===== src/rtl/fsm_k_read_collector.sv =====
// fsm_k_read_collector: frames FSM k memory reads into valid/ready words.
// A one-word pending register holds the newest capture so the word before ds can be tagged
// out_last, and a small FIFO absorbs consumer stalls.
// Optional feature macro: FSM_K_COLLECT_COUNT_EN adds out_len, the per-transaction word count
// presented alongside the last word.
module fsm_k_read_collector #(
    parameter int unsigned DW    = 8,
    parameter int unsigned DEPTH = 4,
    parameter int unsigned AW    = 2,
    parameter int unsigned CW    = 8
) (
    input  logic          clk,
    input  logic          rst,
    input  logic          rd,
    input  logic          ds,
    input  logic          mem_valid,
    input  logic [DW-1:0] din,
    output logic          out_valid,
    input  logic          out_ready,
    output logic [DW-1:0] out_data,
    output logic          out_last,
    output logic          busy,
    output logic          overflow,
    output logic          empty_txn
`ifdef FSM_K_COLLECT_COUNT_EN
    ,
    output logic [CW-1:0] out_len
`endif
);

    if (DEPTH != (1 << AW) || DEPTH < 2 || CW == 0) begin : g_bad_param
        $error("fsm_k_read_collector: DEPTH must equal 2**AW (>=2) and CW must be nonzero");
    end

    typedef enum logic [0:0] {StIdle, StCollect} state_e;

    localparam logic [AW:0] PtrOne = {{AW{1'b0}}, 1'b1};

    state_e        state_q, state_d;
    logic          pend_valid_q, pend_valid_d;
    logic [DW-1:0] pend_data_q, pend_data_d;
    // Set only in IDLE: a word captured together with ds, waiting one cycle to be pushed.
    logic          pend_last_q, pend_last_d;
    logic          empty_txn_q, empty_txn_d;
    logic          overflow_q;

    logic          capture;
    logic          push, push_last, push_ok, pop, drop;
    logic [DW-1:0] push_data;

    logic [AW:0]   wr_ptr_q, rd_ptr_q;
    logic [AW-1:0] wr_idx, rd_idx;
    logic          fifo_full, fifo_empty;
    logic [DW-1:0] mem_data [DEPTH];
    logic          mem_last [DEPTH];

`ifdef FSM_K_COLLECT_COUNT_EN
    logic [CW-1:0] cnt_q, cnt_inc;
    logic [CW-1:0] pend_len_q, pend_len_d;
    logic [CW-1:0] push_len;
    logic [CW-1:0] mem_len [DEPTH];
`endif

    assign capture    = rd & mem_valid;
    assign wr_idx     = wr_ptr_q[AW-1:0];
    assign rd_idx     = rd_ptr_q[AW-1:0];
    assign fifo_empty = (wr_ptr_q == rd_ptr_q);
    assign fifo_full  = (wr_ptr_q[AW] != rd_ptr_q[AW]) && (wr_idx == rd_idx);
    assign pop        = !fifo_empty && out_ready;
    // A full FIFO still accepts a push when the head leaves in the same cycle.
    assign push_ok    = push && (!fifo_full || pop);
    assign drop       = push && fifo_full && !pop;

`ifdef FSM_K_COLLECT_COUNT_EN
    // Saturating count including the word captured this cycle.
    always_comb begin
        cnt_inc = cnt_q;
        if (capture && (cnt_q != {CW{1'b1}})) begin
            cnt_inc = cnt_q + {{(CW-1){1'b0}}, 1'b1};
        end
    end
`endif

    // Next-state, pending register update and FIFO push selection.
    always_comb begin
        state_d      = state_q;
        pend_valid_d = pend_valid_q;
        pend_data_d  = pend_data_q;
        pend_last_d  = pend_last_q;
        empty_txn_d  = 1'b0;
        push         = 1'b0;
        push_data    = pend_data_q;
        push_last    = 1'b0;
`ifdef FSM_K_COLLECT_COUNT_EN
        pend_len_d   = pend_len_q;
        push_len     = '0;
`endif
        case (state_q)
            StIdle: begin
                // Flush a last-tagged word left over from a capture+ds cycle.
                if (pend_valid_q) begin
                    push         = 1'b1;
                    push_last    = pend_last_q;
                    pend_valid_d = 1'b0;
                    pend_last_d  = 1'b0;
`ifdef FSM_K_COLLECT_COUNT_EN
                    push_len     = pend_last_q ? pend_len_q : '0;
`endif
                end
                if (capture) begin
                    pend_valid_d = 1'b1;
                    pend_data_d  = din;
                    pend_last_d  = ds;
                    state_d      = ds ? StIdle : StCollect;
`ifdef FSM_K_COLLECT_COUNT_EN
                    pend_len_d   = cnt_inc;
`endif
                end else if (ds) begin
                    empty_txn_d = 1'b1;
                end
            end
            StCollect: begin
                if (capture) begin
                    push         = 1'b1;
                    pend_valid_d = 1'b1;
                    pend_data_d  = din;
                    if (ds) begin
                        pend_last_d = 1'b1;
                        state_d     = StIdle;
`ifdef FSM_K_COLLECT_COUNT_EN
                        pend_len_d  = cnt_inc;
`endif
                    end
                end else if (ds) begin
                    push         = 1'b1;
                    push_last    = 1'b1;
                    pend_valid_d = 1'b0;
                    pend_last_d  = 1'b0;
                    state_d      = StIdle;
`ifdef FSM_K_COLLECT_COUNT_EN
                    push_len     = cnt_inc;
`endif
                end
            end
            default: state_d = StIdle;
        endcase
    end

    // Control state, pending register, FIFO pointers and sticky flags.
    always_ff @(posedge clk) begin
        if (rst) begin
            state_q      <= StIdle;
            pend_valid_q <= 1'b0;
            pend_data_q  <= '0;
            pend_last_q  <= 1'b0;
            empty_txn_q  <= 1'b0;
            overflow_q   <= 1'b0;
            wr_ptr_q     <= '0;
            rd_ptr_q     <= '0;
        end else begin
            state_q      <= state_d;
            pend_valid_q <= pend_valid_d;
            pend_data_q  <= pend_data_d;
            pend_last_q  <= pend_last_d;
            empty_txn_q  <= empty_txn_d;
            overflow_q   <= overflow_q | drop;
            if (push_ok) wr_ptr_q <= wr_ptr_q + PtrOne;
            if (pop)     rd_ptr_q <= rd_ptr_q + PtrOne;
        end
    end

`ifdef FSM_K_COLLECT_COUNT_EN
    // Word counter and the length carried with a pending last word.
    always_ff @(posedge clk) begin
        if (rst) begin
            cnt_q      <= '0;
            pend_len_q <= '0;
        end else begin
            cnt_q      <= ds ? '0 : cnt_inc;
            pend_len_q <= pend_len_d;
        end
    end
`endif

    // FIFO storage; contents are qualified by the pointers, so no reset is needed.
    always_ff @(posedge clk) begin
        if (push_ok) begin
            mem_data[wr_idx] <= push_data;
            mem_last[wr_idx] <= push_last;
`ifdef FSM_K_COLLECT_COUNT_EN
            mem_len[wr_idx]  <= push_len;
`endif
        end
    end

    assign out_valid = !fifo_empty;
    assign out_data  = out_valid ? mem_data[rd_idx] : '0;
    assign out_last  = out_valid ? mem_last[rd_idx] : 1'b0;
    assign busy      = (state_q == StCollect);
    assign overflow  = overflow_q;
    assign empty_txn = empty_txn_q;
`ifdef FSM_K_COLLECT_COUNT_EN
    assign out_len   = out_valid ? mem_len[rd_idx] : '0;
`endif

endmodule


===== config.mk =====
export PLATFORM = sky130hd
export DESIGN_NAME = fsm_k_read_collector
export DESIGN_NICKNAME = d
export VERILOG_FILES = /design/src/rtl/fsm_k_read_collector.sv
export SDC_FILE = /design/constraint.sdc
export NUM_CORES = 1
export LEC_CHECK = 0
export BUFFER_PORTS_ARGS = -buffer_cell sky130_fd_sc_hd__buf_4
export CAP_MARGIN = 20
export CORE_MARGIN = 2
export CORE_UTILIZATION = 50
export DETAILED_ROUTE_END_ITERATION = 8
export PLACE_DENSITY = 0.73
export SYNTH_ARGS = -nofsm -noshare
export SYNTH_HDL_FRONTEND = slang
export SYNTH_SLANG_ARGS = --single-unit

===== constraint.sdc =====
create_clock -name clk -period 1.7 [get_ports clk]
set_input_delay 0.085 -clock clk [delete_from_list [all_inputs] [get_ports clk]]
set_output_delay 0.085 -clock clk [all_outputs]
set_load 0.02 [all_outputs]

### Yosys cells after proc, flatten, opt, wreduce, memory -nomap -nowiden

Memory sizes are Yosys's and may differ from the RTL's. A register that Yosys moved wholly into a read port is not among the register bits.
Index checks and enable logic that the tools add are counted.

* register bits after elaboration: 19
* output and inout bits: 13
* memories kept: 2
* word-level logic and storage cells: 60
* input port bits: 14
* bits in writable memories: 36

Memories
* mem_data: words 4, width 8, read ports 1, clocked after Yosys merged registers in 1, write ports 1, RTL line 54 `logic [DW-1:0] mem_data [DEPTH];`
* mem_last: words 4, width 1, read ports 1, clocked after Yosys merged registers in 1, write ports 1, RTL line 55 `logic mem_last [DEPTH];`

* bitwise gates (word level): 3
* multiplexer cells: 28
* add/sub/neg operators: 2
* equal/unequal tests: 6
* reduce and logical (&&, ||, !) cells: 11

Operator list (count)
* 2-to-1 mux 1 bit: 17
* 2-to-1 mux 8 bit: 2
* case mux 1 bit (2 select lines): 5
* 2-to-1 mux 2 bit: 4
* adder 3 x 1 -> 3 bit (second input constant): 2
* logical AND 1 bit: 5
* equality test 3 bit: 1
* logical NOT 1 bit: 3
* != test 3 x 2 -> 1 bit (second input constant): 1
* != test 3 bit (second input constant): 1
* equality test 2 bit: 1
* != test 2 bit (second input constant): 1
* AND reduction 2 bit: 1
* OR reduction 2 bit: 1
* bitwise AND 1 bit: 1
* logical OR 1 bit: 1
* != test 1 bit: 1
* inverter 1 bit: 1
* bitwise OR 1 bit: 1

### Depth between registers and ports, before layout

Gate-level depths: netlist of the first run.

* word-level depth: 7
* depth in mapped cells: 4
* gate-level depth less buffers: 4

### Worst setup path after synthesis of the first run

OpenSTA, ideal clock, no wires.

* kind: register to register
* from: reg wr_ptr_q[0]
* to: reg wr_ptr_q[2]
* path buffers: 0
* cell stages (with the launch flop): 5
* data arrival time: 1.653 ns
* slack: -0.074 ns
* required time: 1.579 ns
* setup time: 0.121 ns
* clock period less this slack: 1.774 ns
* cells stage by stage: dfxtp_1 -> xor2_2 -> nor4_4 -> nor3b_2 -> mux2_4

* longest elaborated chain between the ends: 5
* elaborated cells on any way between the ends: 9
* those cells by class: 1 x add/sub; 2 x eq/ne; 6 x reduce/logical

RTL lines
* start, declared: RTL line 51 `logic [AW:0] wr_ptr_q, rd_ptr_q;`
* start signal, assigned: RTL line 167 `if (push_ok) wr_ptr_q <= wr_ptr_q + PtrOne;`
* equality test 3 bit / equality test 2 bit (equally long branches): RTL line 67, 68
* logical NOT 1 bit / logical AND 1 bit (equally long branches): RTL line 69, 68
* logical AND 1 bit / logical NOT 1 bit (equally long branches): RTL line 69, 71
* logical OR 1 bit: RTL line 71 `assign push_ok = push && (!fifo_full || pop);`
* logical AND 1 bit: RTL line 71

Parallel ways exist; a longest one is shown, timed or not.
A chain may end at the register's enable or synchronous reset.

==> results.py, run 1 <==
metrics = {
    "timing": {
        "rsz_0062_raised_after_global_routing": "true",
        "final_period_minus_worst_setup_slack_ps": 1690,
        "finClkSkew_ps": 9.04,
        "setup_viol_count_final": 0,
        "worstMarginPinSlew_ps": 461,
        "post-route-worst-setup-slack_ps": 12.0,
        "final-hold-violation-count": 0,
        "timing.final.max_slew_violations": 0,
        "fmaxAchievable_mhz": 592,
        "slew_headroom_pct": 69.3,
        "final_min_period_over_clock_period_pct": 99.3,
    },
    "placement": {
        "place_congestion": 0.753,
        "place_hpwl_mm": 3.00,
        "port_buffers": 26,
        "dp_slack_ps": -71.6,
        "place.detailed.instances": 243,
    },
    "synthesis": {
        "post_synth_num_cell_types": 31,
        "post_synth_mux_area_share_pct": 10.9,
        "yosys.area_share.adder_pct": 2.71,
        "synth_xor_area_share_pct": 2.93,
        "synth-seq-area-share_pct": 65.0,
        "synth_area_leader_cell": "edfxtp_1",
        "synth-async-reset-ratio_pct": 0,
        "number_of_enable_type_register_cells_in_the_synthesized_netlist": 36,
        "synth.most_common_cell": "edfxtp_1",
        "yosysTopAreaCellShare_pct": 46.8,
        "synth.cell_area_mm2": 0.00231,
        "synth-compound-area-share_pct": 4.39,
        "synth-warning-count": 0,
        "post_synthesis_simple_gate_area_fraction_pct": 12.5,
        "synth-seq-cells": 57,
        "ys_dominant_reg_cell": "edfxtp_1",
        "combinational_family_with_the_most_area_after_synthesis": "simple AND/OR/NAND/NOR gates",
        "synthesized_netlist_cell_count": 161,
        "netlist_top_cells_area": "edfxtp_1 (47%), dfxtp_1 (18%), mux4_2 (8.8%), nor2b_1 (3.0%), nand2_1 (2.9%)",
        "synth_top_cells_by_count": "edfxtp_1 (36), dfxtp_1 (21), nand2_1 (18)",
        "mappedNetlistNets": 180,
        "mean_cell_area_of_the_mapped_netlist_um2": 14.3,
    },
    "setup_path": {
        "critical_path_class": "flip-flop to output pin",
        "worst_ep_arrival_time_ps": 1600,
        "end_kind": "output pin",
        "worst-path-max-fanout": 5,
        "required_ps": 1620,
        "critPathLaunchType": "flip-flop",
    },
    "layout": {
        "multi_input_area_um2": 835,
        "fillerInstances": 314,
        "instances_no_fill": 266,
        "drive_gt1_share_pct": 38.3,
        "flow.area_growth_from_synthesis_pct": 27.8,
        "regArea_mm2": 0.00151,
        "antenna_diodes": 0,
        "final_net_count": 228,
    },
    "die": {
        "design.portCount": 27,
        "initial_core_util_pct": 52.3,
        "floorplan.die_area_mm2": 0.00518,
        "floorplan.die.width_um": 72.0,
        "vertical_die_dimension_um": 72.0,
        "row_count": 24,
        "fp.coreArea_mm2": 0.00441,
    },
    "global_routing": {
        "global_route_wire_length_before_repair_mm": 7.20,
        "grt_use_total_pct": 19.9,
        "largest_net_degree_at_the_start_of_global_routing": 24,
        "grt_remaining_overflow": 0,
        "grt_antenna_before_repair": 0,
        "first_global_vias": 1480,
    },
    "detailed_routing": {
        "firstDrtPassIters": 4,
        "via_count": 1434,
        "routedWlPerCell_um": 17.1,
        "drt_first_iter_violations": 105,
        "postRouteWirelength_mm": 4.54,
        "drtAntennaViolNets": 0,
        "detail_route.drc_violations": 0,
        "detail_route.vias_per_cell": 5.39,
    },
    "pwr": {
        "intPower_uw": 2320,
        "static-leakage-power_uw": 0.00112,
        "pwr-share-clk_pct": 32.0,
        "p_sw_share_pct": 25.8,
        "vdd.ir_drop.worst_mv": 0.556,
        "power_density_mw_per_mm2": 1060,
        "share_of_power_burned_in_registers_pct": 49.8,
        "power.net_switching_uw": 808,
        "share_comb_of_total_power_pct": 18.2,
        "design_power_total_uw": 3130,
    },
    "cts": {
        "cts_tree": "built",
        "clk-insertion-delay-late_ps": 330,
        "cts-htree-levels": 3,
        "cts_sinks": 57,
        "cts_root_buffer": "clkbuf_8",
        "clockBufferDepth": 2,
        "path_clk_slew_ps": 60,
        "cts_inserted_buffers": 9,
    },
    "job": {
        "max-cap-violations": 0,
    },
    "worst_hold_path": {
        "hold_path_class": "primary input to flip-flop",
    },
    "outcome": {
        "outcome": "completed",
    },
}
-- kinds of logic after synthesis --
kind of cell | Yosys count
buffers and inverters | 9
adders and majority gates | 5
DFF | 57
AOI/OAI and AO/OA | 17
xor gates and xnor gates | 6
and+or+nand+nor | 54
muxes | 13
-- flip-flops by register name, summed over array words and instances (netlist names), named ones only --
signal        count
overflow          1
wr_ptr_q          3
rd_ptr_q          3
empty_txn         1
pend_data_q       8
pend_last_q       1
mem_last          4
mem_data         32
pend_valid_q      1
busy              1
-- power groups by stage --
stage	sequential, µW	combinational, µW	clock [µW]
4_1_cts	1560	537	1020
3_3_place_gp	1570	449	0
5_1_grt	1560	613	1080
3_5_place_dp	1580	462	0
6_report	1560	570	1000
2_1_floorplan	1570	288	0
-- layer usage --
metal	global-route usage, %	share of wire [%]	routed length [µm]	vias to the layer above
met1	23.1	39	1790	707
met5	0	0	0	-
met3	5.69	5.5	251	10
met2	33.2	53	2400	45
li1	-	-	-	672
met4	11.1	2.2	101	0
-- final timing paths --
check	endpoint	cells after the start	start	slack [ps]
worst max-delay path	out_data[5]	4	flip-flop	10
worst min register to register	overflow$_SDFF_PP0_	2	overflow$_SDFF_PP0_	490
worst max register to register	mem_data[3][4]$_DFFE_PP_	6	wr_ptr_q[1]$_SDFFE_PP0P_	30
worst min-delay path	pend_data_q[4]$_SDFFE_PP0P_	3	din[4]	9
-- through the flow --
stage	TNS, ps	hold slack [ps]	utilization [%]	cell area (µm²)
6_report	0	9.04	66.9	2950
5_1_grt	-445	11.5	66.9	2950
4_1_cts	-65.9	0.723	65.6	2890
3_5_place_dp	-1320	295	59.8	2640
3_3_place_gp	-402	288	59.8	2640
2_1_floorplan	0	164	-	2320
-- worst max-delay path: stages, from the launching register on --
cell,delay (ps)
dfxtp_2,350
buf_6,140
mux4_2,490
nor2b_1,150
buf_4,150
-- cell usage in the layout, fill, tap and decap left out, types with 3 or more instances in the layout --
cell type	instances
edfxtp_1	36
buf_4	32
nand2_1	18
dfxtp_1	16
a21oi_1	12
nor2_1	11
mux4_2	9
clkbuf_8	9
nor2b_1	8
buf_6	6
ha_1	5
dfxtp_2	4
inv_1	3
nor2b_4	3
and2_4	3
clkinv_2	3
dlygate4sd3_1	3
-- final cells by class --
type                    count  area share (%)
flip-flops and latches     57            51.1
inverters                   3           0.381
repair buffers             43            12.8
well taps                  52            2.20
clock inverters             5           0.763
multi-input cells          95            28.3
clock buffers              11            4.45
-- repair_timing --
action / in CTS / in global routing
hold buffers: 3 / 0
cloned: 1 / 0
pin swaps: 1 / 3
endpoints found under the hold margin: 3 / 0
setup endpoints to repair: 37 / 37
setup buffers: 1 / 2
resized for setup: 15 / 12
No activity file was read; power rests on OpenSTA's default activity.
==> run 2, diff against run 1 <==
PLACE_DENSITY = 0.7   (was 0.73)
clock period = 2 ns   (was 1.7 ns; I/O delays follow)
==> run 2 against run 1 <==
Against the previous run:
- routed wire length decreased by 6.3%
- register-to-register slack gained 110 ps
- final cell count fell by 4.1%
- design area decreased by 6.0%
- via count is 5.5% lower
- largest power group unchanged
==> results.py, run 2 (synthesized netlist as in run 1, its figures left out) <==
metrics = {
    "timing": {
        "final_min_period_over_clock_period_pct": 92.8,
        "finClkSkew_ps": 6.33,
        "timing.final.max_slew_violations": 0,
        "fmaxAchievable_mhz": 539,
        "setup_viol_count_final": 0,
        "worstMarginPinSlew_ps": 494,
        "slew_headroom_pct": 67.1,
        "rsz_0062_raised_after_global_routing": "false",
        "final-hold-violation-count": 0,
        "final_period_minus_worst_setup_slack_ps": 1860,
        "tns_ps": 0,
    },
    "setup_path": {
        "worstReg2RegStart": "wr_ptr_q[0]$_SDFFE_PP0P_",
        "r2r_slack_ps": 140,
        "worstSetupStartpoint": "wr_ptr_q[0]$_SDFFE_PP0P_",
        "critPathLaunchType": "flip-flop",
        "regToRegEndpoint": "mem_data[0][3]$_DFFE_PP_",
        "end_kind": "flip-flop",
        "required_ps": 1980,
        "worst-path-max-fanout": 9,
        "worst_ep_arrival_time_ps": 1830,
        "critical_path_class": "flip-flop to flip-flop",
        "cp-endpoint": "mem_data[0][3]$_DFFE_PP_",
        "reg2regPathDepth": 4,
    },
    "global_routing": {
        "global_route_wire_length_before_repair_mm": 6.76,
        "first_global_vias": 1365,
        "largest_net_degree_at_the_start_of_global_routing": 24,
        "grt_use_total_pct": 18.6,
        "grt_antenna_before_repair": 0,
        "grt_remaining_overflow": 0,
    },
    "layout": {
        "flow.area_growth_from_synthesis_pct": 20.2,
        "drive_gt1_share_pct": 31.5,
        "instances_no_fill": 255,
        "flip_flop_count_of_the_largest_register_after_layout": 32,
        "final_net_count": 217,
        "max_flop_register": "mem_data",
        "final_common_cell": "edfxtp_1",
        "antenna_diodes": 0,
        "mostFrequentLayoutCells": "edfxtp_1 (36), buf_4 (31), dfxtp_1 (21)",
        "biggestRegsByFlops": "mem_data (32), pend_data_q (8), mem_last (4)",
    },
    "cts": {
        "path_clk_slew_ps": 60,
        "cts_tree": "built",
        "clk-insertion-delay-late_ps": 330,
        "cts-htree-levels": 3,
        "clockBufferDepth": 2,
        "cts_root_buffer": "clkbuf_8",
        "cts_sinks": 57,
        "cts_inserted_buffers": 9,
    },
    "pwr": {
        "power_density_mw_per_mm2": 965,
        "vdd.ir_drop.worst_mv": 0.474,
        "static-leakage-power_uw": 0.00104,
    },
    "die": {
        "design.portCount": 27,
        "initial_core_util_pct": 52.3,
        "vertical_die_dimension_um": 72.0,
        "row_count": 24,
        "floorplan.die.width_um": 72.0,
        "fp.coreArea_mm2": 0.00441,
        "floorplan.die_area_mm2": 0.00518,
    },
    "detailed_routing": {
        "firstDrtPassIters": 4,
        "postRouteWirelength_mm": 4.25,
        "via_count": 1355,
        "detail_route.vias_per_cell": 5.31,
        "detail_route.drc_violations": 0,
        "drt_first_iter_violations": 79,
        "drtAntennaViolNets": 0,
        "routedWlPerCell_um": 16.7,
    },
    "placement": {
        "place_congestion": 0.800,
        "port_buffers": 26,
        "place_hpwl_mm": 2.97,
        "place.detailed.instances": 238,
    },
    "job": {
        "max-cap-violations": 0,
    },
    "worst_hold_path": {
        "hold_path_class": "primary input to flip-flop",
    },
    "outcome": {
        "outcome": "completed",
    },
}
-- run 2: repair_timing --
item / 4_1_cts / 5_1_grt
hold buffers: 1 / 0
resized for setup: 0 / 2
endpoints found under the setup margin: 0 / 18
buffers inserted: 0 / 0
endpoints found under the hold margin: 1 / 0
-- run 2: final cells by class --
cell class              instances  area, µm²
inverters                       3       11.3
multi-input cells              95        776
clock inverters                 4       45.0
well taps                      52       65.1
fillers                       343       1640
clock buffers                  12        135
flip-flops and latches         57       1500
repair buffers                 32        243
-- run 2: worst min path at each step --
stage               slack [ps]                     endpoint  cells after the start  startpoint
floorplan                  180              busy$_SDFF_PP0_                      1          ds
global placement           300              busy$_SDFF_PP0_                      2          ds
detailed placement         310              busy$_SDFF_PP0_                      2          ds
CTS                          7  pend_data_q[2]$_SDFFE_PP0P_                      3      din[2]
global route                20  pend_data_q[3]$_SDFFE_PP0P_                      3      din[3]
finish                      20  pend_data_q[2]$_SDFFE_PP0P_                      3      din[2]
-- run 2: where the power goes --
| part | switching [µW] | internal (µW) | total, µW |
|---|---|---|---|
| combinational | 198 | 180 | 377 |
| sequential | 32.5 | 1290 | 1320 |
| clock | 416 | 569 | 985 |
-- run 2: routing by layer --
| layer | GRT usage (%) | share of wire, % |
|---|---|---|
| met1 | 21.8 | 41 |
| met5 | 0 | 0 |
| met3 | 6.67 | 5.5 |
| met2 | 29.8 | 51 |
| met4 | 10.3 | 2.6 |
-- run 2: worst max-delay path: stages (launching register included) --
cell and delay [ps]:
dfxtp_1 450, xor2_2 310, nor4_4 100, nor2_2 210, and2_1 440
-- run 2: metrics by stage --
step	util (%)	setup slack (ps)	area, µm²	hold WS (ps)	power [µW]
after floorplan	-	226	2310	179	1580
after global placement	58.5	221	2580	300	1710
after detailed placement	58.5	130	2580	309	1720
after CTS	62.8	125	2770	6.61	2700
after global routing	62.9	6.04	2780	22.0	2790
final	62.9	144	2780	19.3	2680
